==> config.mk <==
export PLATFORM = sky130hd
export DESIGN_NAME = sc_reg_unloader
export DESIGN_NICKNAME = d
export VERILOG_FILES = /design/src/rtl/sc_pkg.sv /design/src/rtl/sc_tick_counter.sv /design/src/rtl/sc_reg_unloader.sv
export SDC_FILE = /design/constraint.sdc
export NUM_CORES = 1
export LEC_CHECK = 0
export CELL_PAD_IN_SITES_DETAIL_PLACEMENT = 0
export CELL_PAD_IN_SITES_GLOBAL_PLACEMENT = 1
export CORE_MARGIN = 3
export CORE_UTILIZATION = 44
export CTS_CLUSTER_DIAMETER = 80
export DETAILED_ROUTE_END_ITERATION = 12
export PLACE_DENSITY = 0.83
export SLEW_MARGIN = 10
export SYNTH_ARGS = -nofsm -noshare
export SYNTH_HDL_FRONTEND = slang
export SYNTH_SLANG_ARGS = --single-unit
export TNS_END_PERCENT = 50
==> constraint.sdc <==
create_clock -name SC_REG_UNLOADER_CLOCK_50 -period 3.65 [get_ports SC_REG_UNLOADER_CLOCK_50]
set_clock_uncertainty 0.05 [all_clocks]
set_input_delay 0.9125 -clock SC_REG_UNLOADER_CLOCK_50 [delete_from_list [all_inputs] [get_ports SC_REG_UNLOADER_CLOCK_50]]
set_output_delay 0.9125 -clock SC_REG_UNLOADER_CLOCK_50 [all_outputs]
set_load 0.005 [all_outputs]
==> src/rtl/sc_pkg.sv <==
// ---------------------------------------------------------------------------
// sc_pkg -- shared definitions for the serial register unloader.
//   sc_state_e         : controller states (IDLE, SHIFT, DONE, WAITREL)
//   DEF_DATAWIDTH_BUS  : default parallel word width
//   DEF_TICKDIV        : default clock cycles per serial bit
// ---------------------------------------------------------------------------
package sc_pkg;

  localparam int DEF_DATAWIDTH_BUS = 32'd8;
  localparam int DEF_TICKDIV       = 32'd4;

  typedef enum logic [1:0] {
    IDLE    = 2'd0,
    SHIFT   = 2'd1,
    DONE    = 2'd2,
    WAITREL = 2'd3
  } sc_state_e;

endpackage

==> src/rtl/sc_tick_counter.sv <==
// ---------------------------------------------------------------------------
// sc_tick_counter -- modulo-TICKDIV counter paced by the bit period.
//   clk_i     : clock, rising edge
//   rst_ni    : asynchronous active-low reset
//   restart_i : synchronous return to count 0 (wins over en_i)
//   en_i      : count enable
//   tick_o    : high for one cycle on the terminal count while enabled
// ---------------------------------------------------------------------------
module sc_tick_counter #(
  parameter int TICKDIV = 32'd4
) (
  input  logic clk_i,
  input  logic rst_ni,
  input  logic restart_i,
  input  logic en_i,
  output logic tick_o
);

  // A single-cycle period still needs a one-bit counter to stay legal.
  localparam int            CW   = (TICKDIV > 32'd1) ? $clog2(TICKDIV) : 32'd1;
  localparam logic [CW-1:0] TERM = CW'(TICKDIV - 32'd1);

  logic [CW-1:0] cnt_q;
  logic [CW-1:0] cnt_d;

  // Terminal-count detection, only meaningful while counting.
  always_comb begin
    tick_o = en_i && (cnt_q == TERM);
  end

  // Next count: restart, wrap at the terminal count, or increment.
  always_comb begin
    cnt_d = cnt_q;
    if (restart_i) begin
      cnt_d = '0;
    end else if (en_i) begin
      if (cnt_q == TERM) begin
        cnt_d = '0;
      end else begin
        cnt_d = cnt_q + CW'(1);
      end
    end else begin
      cnt_d = cnt_q;
    end
  end

  // Count register.
  always_ff @(posedge clk_i or negedge rst_ni) begin
    if (!rst_ni) begin
      cnt_q <= '0;
    end else begin
      cnt_q <= cnt_d;
    end
  end

endmodule

==> src/rtl/sc_reg_unloader.sv <==
// ---------------------------------------------------------------------------
// sc_reg_unloader -- unloads a parallel register word as a serial stream,
// MSB first, each bit held for TICKDIV clock cycles.
//   SC_REG_UNLOADER_CLOCK_50     : clock, rising edge
//   SC_REG_UNLOADER_RESET_InLow  : asynchronous active-low reset
//   SC_REG_UNLOADER_start_InLow  : active-low transfer request (sampled in IDLE)
//   SC_REG_UNLOADER_clear_InLow  : active-low synchronous abort, beats start
//   SC_REG_UNLOADER_data_InBUS   : parallel word captured on start
//   SC_REG_UNLOADER_serial_Out   : serial data
//   SC_REG_UNLOADER_valid_Out    : serial_Out carries a data/parity bit
//   SC_REG_UNLOADER_busy_Out     : transfer in progress
//   SC_REG_UNLOADER_done_OutLow  : one-cycle active-low completion pulse
// Build option: define SC_REG_UNLOADER_PARITY_EN to append one even-parity
// bit (XOR of the captured word) after the LSB.
// ---------------------------------------------------------------------------
module sc_reg_unloader
  import sc_pkg::*;
#(
  parameter int DATAWIDTH_BUS = DEF_DATAWIDTH_BUS,
  parameter int TICKDIV       = DEF_TICKDIV
) (
  input  logic                     SC_REG_UNLOADER_CLOCK_50,
  input  logic                     SC_REG_UNLOADER_RESET_InLow,
  input  logic                     SC_REG_UNLOADER_start_InLow,
  input  logic                     SC_REG_UNLOADER_clear_InLow,
  input  logic [DATAWIDTH_BUS-1:0] SC_REG_UNLOADER_data_InBUS,
  output logic                     SC_REG_UNLOADER_serial_Out,
  output logic                     SC_REG_UNLOADER_valid_Out,
  output logic                     SC_REG_UNLOADER_busy_Out,
  output logic                     SC_REG_UNLOADER_done_OutLow
);

  // Bit counter must reach DATAWIDTH_BUS (parity slot) without wrapping.
  localparam int BW = $clog2(DATAWIDTH_BUS + 32'd1);
`ifdef SC_REG_UNLOADER_PARITY_EN
  localparam logic [BW-1:0] LAST_BIT = BW'(DATAWIDTH_BUS);
  localparam logic [BW-1:0] PAR_BIT  = BW'(DATAWIDTH_BUS);
`else
  localparam logic [BW-1:0] LAST_BIT = BW'(DATAWIDTH_BUS - 32'd1);
`endif

  sc_state_e                state_q, state_d;
  logic [DATAWIDTH_BUS-1:0] shift_q, shift_d;
  logic [BW-1:0]            bit_cnt_q, bit_cnt_d;
  logic                     tick_s;
  logic                     tick_en_s;
  logic                     tick_restart_s;

`ifdef SC_REG_UNLOADER_PARITY_EN
  logic parity_q, parity_d;

  function automatic logic even_parity_f(input logic [DATAWIDTH_BUS-1:0] word);
    return ^word;
  endfunction
`endif

  // Tick counter runs only in SHIFT and sits at zero otherwise, so every
  // capture starts a fresh, full-length first bit period.
  always_comb begin
    tick_en_s      = (state_q == SHIFT);
    tick_restart_s = (state_q != SHIFT);
  end

  sc_tick_counter #(
    .TICKDIV (TICKDIV)
  ) u_tick (
    .clk_i     (SC_REG_UNLOADER_CLOCK_50),
    .rst_ni    (SC_REG_UNLOADER_RESET_InLow),
    .restart_i (tick_restart_s),
    .en_i      (tick_en_s),
    .tick_o    (tick_s)
  );

  // State, shift register, bit counter (and parity) registers.
  always_ff @(posedge SC_REG_UNLOADER_CLOCK_50 or negedge SC_REG_UNLOADER_RESET_InLow) begin
    if (!SC_REG_UNLOADER_RESET_InLow) begin
      state_q   <= IDLE;
      shift_q   <= '0;
      bit_cnt_q <= '0;
`ifdef SC_REG_UNLOADER_PARITY_EN
      parity_q  <= 1'b0;
`endif
    end else begin
      state_q   <= state_d;
      shift_q   <= shift_d;
      bit_cnt_q <= bit_cnt_d;
`ifdef SC_REG_UNLOADER_PARITY_EN
      parity_q  <= parity_d;
`endif
    end
  end

  // Next-state logic; clear overrides everything, including a pending start.
  always_comb begin
    state_d   = state_q;
    shift_d   = shift_q;
    bit_cnt_d = bit_cnt_q;
`ifdef SC_REG_UNLOADER_PARITY_EN
    parity_d  = parity_q;
`endif
    if (!SC_REG_UNLOADER_clear_InLow) begin
      state_d = WAITREL;
    end else begin
      case (state_q)
        IDLE: begin
          if (!SC_REG_UNLOADER_start_InLow) begin
            shift_d   = SC_REG_UNLOADER_data_InBUS;
            bit_cnt_d = '0;
`ifdef SC_REG_UNLOADER_PARITY_EN
            parity_d  = even_parity_f(SC_REG_UNLOADER_data_InBUS);
`endif
            state_d   = SHIFT;
          end else begin
            state_d = IDLE;
          end
        end
        SHIFT: begin
          if (tick_s) begin
            if (bit_cnt_q == LAST_BIT) begin
              state_d = DONE;
            end else begin
              shift_d   = shift_q << 1;
              bit_cnt_d = bit_cnt_q + BW'(1);
            end
          end else begin
            state_d = SHIFT;
          end
        end
        DONE: begin
          state_d = WAITREL;
        end
        WAITREL: begin
          // A start held low across the whole transfer must not retrigger.
          if (SC_REG_UNLOADER_start_InLow) begin
            state_d = IDLE;
          end else begin
            state_d = WAITREL;
          end
        end
        default: begin
          state_d = IDLE;
        end
      endcase
    end
  end

  // Outputs decoded from registered state only.
  always_comb begin
    SC_REG_UNLOADER_serial_Out  = 1'b0;
    SC_REG_UNLOADER_valid_Out   = 1'b0;
    SC_REG_UNLOADER_busy_Out    = 1'b0;
    SC_REG_UNLOADER_done_OutLow = 1'b1;
    case (state_q)
      SHIFT: begin
        SC_REG_UNLOADER_valid_Out = 1'b1;
        SC_REG_UNLOADER_busy_Out  = 1'b1;
`ifdef SC_REG_UNLOADER_PARITY_EN
        if (bit_cnt_q == PAR_BIT) begin
          SC_REG_UNLOADER_serial_Out = parity_q;
        end else begin
          SC_REG_UNLOADER_serial_Out = shift_q[DATAWIDTH_BUS-1];
        end
`else
        SC_REG_UNLOADER_serial_Out = shift_q[DATAWIDTH_BUS-1];
`endif
      end
      DONE: begin
        SC_REG_UNLOADER_done_OutLow = 1'b0;
      end
      default: begin
        SC_REG_UNLOADER_done_OutLow = 1'b1;
      end
    endcase
  end

endmodule
==> results of run 1 <==
logic make-up (layout without fill, tap and decap cells):
logic type,count (synthesis),after routing
DFF,16,16
AOI/OAI and AO/OA,5,5
buffers and inverters,8,24
adders and majority gates,2,2
muxes,17,17
and+or+nand+nor,21,21
report_power, final:
group | switching (mW) | internal (mW) | total, mW
logic | 0.0405 | 0.0799 | 0.120
registers | 0.0275 | 0.222 | 0.249
clock network | 0.0520 | 0.0383 | 0.0904
total | 0.120 | 0.340 | 0.460
synthesized netlist by cell type:
library cell	n	share of area
mux2_1	2	0.025
nand2_1	4	0.017
nor2b_1	1	0.0070
nor3_1	1	0.0056
buf_4	1	0.0084
nand3b_1	1	0.0084
dfrtp_1	16	0.45
nand4b_1	1	0.0098
o22ai_1	2	0.014
nand2b_4	1	0.015
buf_6	2	0.025
mux2_4	8	0.13
nor4b_4	1	0.027
ha_1	2	0.028
nand3_1	1	0.0056
and3_1	1	0.0070
and2_1	2	0.014
mux2i_1	3	0.034
inv_1	4	0.017
a2111oi_0	1	0.0098
nand4_1	1	0.0070
nand2b_1	3	0.021
inv_4	1	0.0070
mux2_2	4	0.050
o32a_1	1	0.011
nor3b_1	1	0.0084
o21ai_0	1	0.0056
nor2b_4	1	0.015
nand4bb_1	1	0.013
per-stage QoR:
stage	util	hold WS, ns	cell area [um^2]	worst slack (ns)	instances
2_1_floorplan	-	0.364	892	1.66	69
3_3_place_gp	0.577	0.377	1050	0.822	107
3_5_place_dp	0.577	0.382	1050	0.772	107
4_1_cts	0.590	0.395	1070	0.928	110
5_1_grt	0.590	0.408	1070	0.855	110
6_report	0.590	0.389	1070	0.944	110
final timing paths:
path	from	end	slack, ns	cells after the start
max in group asynchronous	SC_REG_UNLOADER_RESET_InLow	shift_q[4]$_DFFE_PN0P_	2.09	1
min in group asynchronous	SC_REG_UNLOADER_RESET_InLow	state_q[0]$_DFFE_PN0P_	1.00	1
worst max register to register	bit_cnt_q[0]$_DFFE_PN0P_	shift_q[5]$_DFFE_PN0P_	1.63	5
worst max-delay path	state_q[1]$_DFFE_PN0P_	SC_REG_UNLOADER_serial_Out	0.94	4
worst min-delay path	u_tick.cnt_q[0]$_DFF_PN0_	u_tick.cnt_q[0]$_DFF_PN0_	0.39	1
worst min register to register	u_tick.cnt_q[0]$_DFF_PN0_	u_tick.cnt_q[0]$_DFF_PN0_	0.39	1
final cells by class:
| type | instances | area, um^2 | area share |
|---|---|---|---|
| Inverter | 5 | 21.3 | 0.0198 |
| Tap cell | 25 | 31.3 | 0.0291 |
| Multi-Input combinational cell | 45 | 440 | 0.410 |
| Clock buffer | 3 | 22.5 | 0.0210 |
| Sequential cell | 16 | 400 | 0.373 |
| Timing Repair Buffer | 16 | 158 | 0.147 |
state kept, by name, indices dropped and copies added, names as in the netlist:
name / flops
bit_cnt_q: 4
shift_q: 8
state_q: 2
u_tick.cnt_q: 2
layer usage:
metal	global-route usage	part of all wire	vias to the layer above
met5	0	0	-
met4	0.0404	0.0053	0
met3	0.0554	0.048	2
met2	0.236	0.50	9
met1	0.178	0.45	273
li1	-	-	280
==> key figures, run 1 <==
Run status
  • Status: finished, final reports clean

Worst setup path
  • CP max stage delay: 0.49 ns
  • Startpoint types: flip-flop
  • Top delay family on crit path: buffers and inverters
  • Crit path cell chain: nand2b_4, inv_4, and2_1, clkdlybuf4s50_1
  • Crit-path slowest cell: clkdlybuf4s50_1
  • Worst setup EP type: output port
  • Crit path kind: flip-flop to output port
  • Crit Path Max Fanout: 14
  • Buf+Inv Stages, Crit Path: 2
  • Arrival @ worst endpoint: 1.74 ns
  • Worst EP required: between 2 and 3 ns

Global routing
  • Global-route wire length before repair: 2750 um
  • Antenna violations before repair: 0
  • Largest net degree at the start of global routing: 17
  • Number of global-route vias before repair: 617
  • Total track usage: 0.145
  • Overflow after GRT: 0

Die
  • Die area: 2600 um^2
  • Die width: 51.0 um
  • Core Area: 1820 um^2
  • Chip height: 51.0 um
  • Initial Util: 0.490
  • I/O pin cnt: 16
  • Num rows: 15

Final layout
  • Net count, final: between 100 and 150
  • Fill count: 171
  • Most frequent cells in the layout: 16 x dfrtp_1, 15 x clkdlybuf4s50_1, 8 x mux2_4
  • Fraction of layout cells with a size suffix above 1: 0.235
  • Most common cell after layout, fill and taps aside: dfrtp_1
  • Antenna diodes: 0
  • Synth-to-layout area growth: 20.3%

STA
  • Tcrit/Tclk final: 0.741
  • RSZ-0062 raised after global routing: false
  • Final slew viol count: 0
  • Maximum clock rate: 370 MHz
  • Clock period minus worst slack: 2.71 ns
  • # setup viols final: 0
  • Fin. Hold Viols: 0
  • Fin Setup TNS: 0 ns
  • Least-Margin Pin Slew: 0.720 ns
  • Relative slew slack: 0.518

CTS
  • CTS Buf Count: 3
  • CTS sink count: 16
  • CTS Buffer Depth: 2
  • CTS tree: built
  • CTS H-tree depth: 1
  • Clock transition at the registers of the reported paths: 0.09 ns
  • Clock Latency Late Sink: roughly 0.28 ns
  • Root buffer cell: clkbuf_4
  • Cts hold-fix bufs: 0
  • Setup Buffers After CTS: 0
  • Post_cts resized: 0

Placement
  • Dpl hpwl: between 1000 and 1500 um
  • Final Wtd Congestion: 0.715
  • IO buf count: 15

Route
  • DR iter-0 viols: 4
  • DR vias/cell: 5.13
  • Wire per inst: about 14 um
  • Antenna viol nets, final: 0
  • DRT Wirelength: ~1500 um
  • First-pass DRT Iterations: 2
  • DRC Markers: 0
  • Via count: 564

Yosys
  • Synth Area in Adders: 0.0281
  • Synth Area in XOR/XNOR: 0
  • Yosys cell types: 29
  • Post-synthesis simple-gate area fraction: 0.181
  • Synthesized area per cell: between 10 and 15 um^2
  • Post-synthesis mux area share: 0.244
  • #FFs+latches synth: 16
  • Post-synthesis net count: between 80 and 90
  • YS warnings: 0
  • Largest family of logic cells by synthesized area: multiplexers
  • Compound-Gate Fraction of Synth Area: 0.0407
  • Synth Instances: 69
  • Synthesized cell area: slightly below 900 um^2
  • Sequential area share after synthesis: 0.449

Power and ir drop
  • Power Total: approximately 460 uW
  • Leak Pwr: 0.484 nW
  • Max IR drop VDD: approximately 220 uV
  • Pwr Density: 428 nW/um^2

Flow run
  • Max-capacitance violation count: 0

Hold path
  • Hold crit path type: flip-flop to flip-flop
Note: power is estimated with default switching activity, not from simulation.
==> run 2: changes to the inputs <==
--- a/config.mk
+++ b/config.mk
@@ -8,10 +8,10 @@
 export CELL_PAD_IN_SITES_DETAIL_PLACEMENT = 0
 export CELL_PAD_IN_SITES_GLOBAL_PLACEMENT = 1
 export CORE_MARGIN = 3
-export CORE_UTILIZATION = 44
+export CORE_UTILIZATION = 36
 export CTS_CLUSTER_DIAMETER = 80
 export DETAILED_ROUTE_END_ITERATION = 12
-export PLACE_DENSITY = 0.83
+export PLACE_DENSITY = 0.73
 export SLEW_MARGIN = 10
 export SYNTH_ARGS = -nofsm -noshare
 export SYNTH_HDL_FRONTEND = slang
==> constraint.sdc (replaced) <==
create_clock -name SC_REG_UNLOADER_CLOCK_50 -period 2.2 [get_ports SC_REG_UNLOADER_CLOCK_50]
set_clock_uncertainty 0.05 [all_clocks]
set_input_delay 0.55 -clock SC_REG_UNLOADER_CLOCK_50 [delete_from_list [all_inputs] [get_ports SC_REG_UNLOADER_CLOCK_50]]
set_output_delay 0.55 -clock SC_REG_UNLOADER_CLOCK_50 [all_outputs]
set_load 0.005 [all_outputs]
==> key figures, run 2 (synthesis results as in run 1) <==
Power and ir drop
  • Power share of the clock group: 0.188
  • Leak Pwr: 0.510 nW
  • Psw: 192 uW
  • Net Sw Frac: 0.251
  • Max IR drop VDD: 471 uV
  • Share of power burned in registers: 0.535
  • Combinational Power Share: 0.278
  • Pwr Density: 677 nW/um^2
  • P_int: 573 uW

Worst setup path
  • Worst setup EP type: output port
  • Arrival @ worst endpoint: 1.49 ns
  • R2r worst-path depth: 5
  • Reg-to-reg setup timing slack: about 0.43 ns
  • R2R Path End: shift_q[5]$_DFFE_PN0P_
  • Crit Path Max Fanout: 4
  • Crit path kind: flip-flop to output port
  • R2R Path Start: bit_cnt_q[0]$_DFFE_PN0P_
  • Startpoint types: flip-flop
  • Worst EP required: 1.60 ns

Global routing
  • Antenna violations before repair: 0
  • Number of global-route vias before repair: between 500 and 600
  • Overflow after GRT: 0
  • Total track usage: 0.107
  • Largest net degree at the start of global routing: 17
  • Global-route wire length before repair: 2680 um

CTS
  • Clock transition at the registers of the reported paths: 0.08 ns
  • CTS H-tree depth: 1
  • CTS sink count: 16
  • Root buffer cell: clkbuf_4
  • CTS Buffer Depth: 2
  • CTS tree: built
  • Clock Latency Late Sink: 0.27 ns
  • CTS Buf Count: 3
  • Cts hold-fix bufs: 0

Route
  • DRC Markers: 0
  • First-pass DRT Iterations: 4
  • Antenna viol nets, final: 0
  • DR iter-0 viols: 9
  • Wire per inst: 12.1 um
  • Via count: 581
  • DRT Wirelength: 1430 um
  • DR vias/cell: 4.92

Placement
  • Placed cells: about 110
  • Final Wtd Congestion: 0.752
  • IO buf count: 15
  • DP Area: 1090 um^2
  • Dpl hpwl: 1090 um

Final layout
  • Fraction of layout cells with a size suffix above 1: 0.289
  • Top reg by flops: shift_q
  • Net count, final: 106
  • Antenna diodes: 0
  • Synth-to-layout area growth: 26.5%
  • Post-route insts no fill: ~120
  • Largest registers: shift_q x8, bit_cnt_q x4
  • Max reg flops: 8
  • Most frequent cells in the layout: 15 x dfrtp_1, 15 x clkdlybuf4s50_1, 8 x mux2_4, 5 x buf_4
  • Design area: 1130 um^2

STA
  • # setup viols final: 0
  • Clock period minus worst slack: 2.09 ns
  • Maximum clock rate: 479 MHz
  • Relative slew slack: 0.748
  • Final slew viol count: 0
  • RSZ-0062 raised after global routing: false
  • Fin Setup TNS: 0 ns
  • Least-Margin Pin Slew: 0.369 ns
  • Fin. Hold Viols: 0
  • Tcrit/Tclk final: 0.949

Hold path
  • Hold Startpoint: u_tick.cnt_q[0]$_DFF_PN0_
  • Hold Crit Depth: 1
  • Hold crit path type: flip-flop to flip-flop
  • Worst Hold Path EP: u_tick.cnt_q[0]$_DFF_PN0_

Die
  • I/O pin cnt: 16
  • Die area: 3110 um^2
  • Initial Util: 0.392
  • Die width: 55.8 um
  • Num rows: 17
  • Core Area: 2280 um^2
  • Chip height: 55.8 um

Flow run
  • Max-capacitance violation count: 0

Run status
  • Status: finished, final reports clean
run 2: cell count changes in the layout (fill, tap and decap cells not counted):
| cell | change |
|---|---|
| buf_12 | +1 |
| buf_4 | +4 |
| dfrtp_1 | -1 |
| dfrtp_2 | +1 |
run 2: area by class of cell:
cell class              count  area (um^2)
fillers                   210         1150
multi-input cells          45          440
flip-flops and latches     16          402
repair buffers             21          208
well taps                  28         35.0
clock buffers               3         22.5
inverters                   5         21.3
run 2: critical path, cell delays in order (launching register included):
cell and delay (ns):
dfrtp_1 0.38, nand2b_4 0.16, inv_4 0.06, and2_1 0.12, clkdlybuf4s50_1 0.49
run 2: through the flow:
step / power (mW) / setup WS, ns / util / hold slack [ns]
after floorplan: 0.556 / 0.550 / - / 0.204
after global placement: 0.620 / 0.0710 / 0.479 / 0.375
after detailed placement: 0.624 / 0.0382 / 0.479 / 0.383
after CTS: 0.772 / 0.0330 / 0.492 / 0.394
after global routing: 0.824 / 0.0226 / 0.496 / 0.402
final: 0.764 / 0.112 / 0.496 / 0.391
run 2: repair_timing:
| item | CTS | global route |
|---|---|---|
| gates resized for setup | 0 | 1 |
| buffers inserted | 1 | 1 |
| pin swaps | 0 | 0 |
| setup endpoints to repair | 1 | 1 |
run 2: how the worst max path moves through the flow:
| stage | from | endpoint | slack [ns] | depth (start not counted) |
|---|---|---|---|---|
| 6_report | state_q[1]$_DFFE_PN0P_ | SC_REG_UNLOADER_serial_Out | 0.11 | 4 |
| 4_1_cts | state_q[0]$_DFFE_PN0P_ | SC_REG_UNLOADER_serial_Out | 0.03 | 4 |
| 3_5_place_dp | SC_REG_UNLOADER_clear_InLow | shift_q[1]$_DFFE_PN0P_ | 0.04 | 5 |
| 3_3_place_gp | SC_REG_UNLOADER_clear_InLow | shift_q[1]$_DFFE_PN0P_ | 0.07 | 5 |
| 5_1_grt | state_q[1]$_DFFE_PN0P_ | SC_REG_UNLOADER_serial_Out | 0.02 | 4 |
| 2_1_floorplan | bit_cnt_q[0]$_DFFE_PN0P_ | shift_q[1]$_DFFE_PN0P_ | 0.55 | 5 |
run 2: routing by layer:
layer	track usage	vias to the layer above	part of all wire	wire [um]
met5	0	-	0	0
met4	0.0313	0	0.0098	14
met3	0.0348	2	0.040	57
met2	0.159	8	0.47	677
met1	0.147	285	0.48	680
li1	-	286	-	-
run 2: power groups by stage:
| stage | Clock, mW | Sequential (mW) | Combinational, mW |
|---|---|---|---|
| finish | 0.144 | 0.409 | 0.212 |
| global route | 0.166 | 0.421 | 0.237 |
| detailed placement | 0 | 0.416 | 0.208 |
| global placement | 0 | 0.415 | 0.205 |
| CTS | 0.150 | 0.409 | 0.213 |
| floorplan | 0 | 0.404 | 0.152 |
==> run 3: changes to the inputs <==
--- a/config.mk
+++ b/config.mk
@@ -16,4 +16,4 @@
 export SYNTH_ARGS = -nofsm -noshare
 export SYNTH_HDL_FRONTEND = slang
 export SYNTH_SLANG_ARGS = --single-unit
-export TNS_END_PERCENT = 50
+export TNS_END_PERCENT = 20
==> results of run 3 <==
The final DEF is identical to that of run 2; final timing and power are the same.
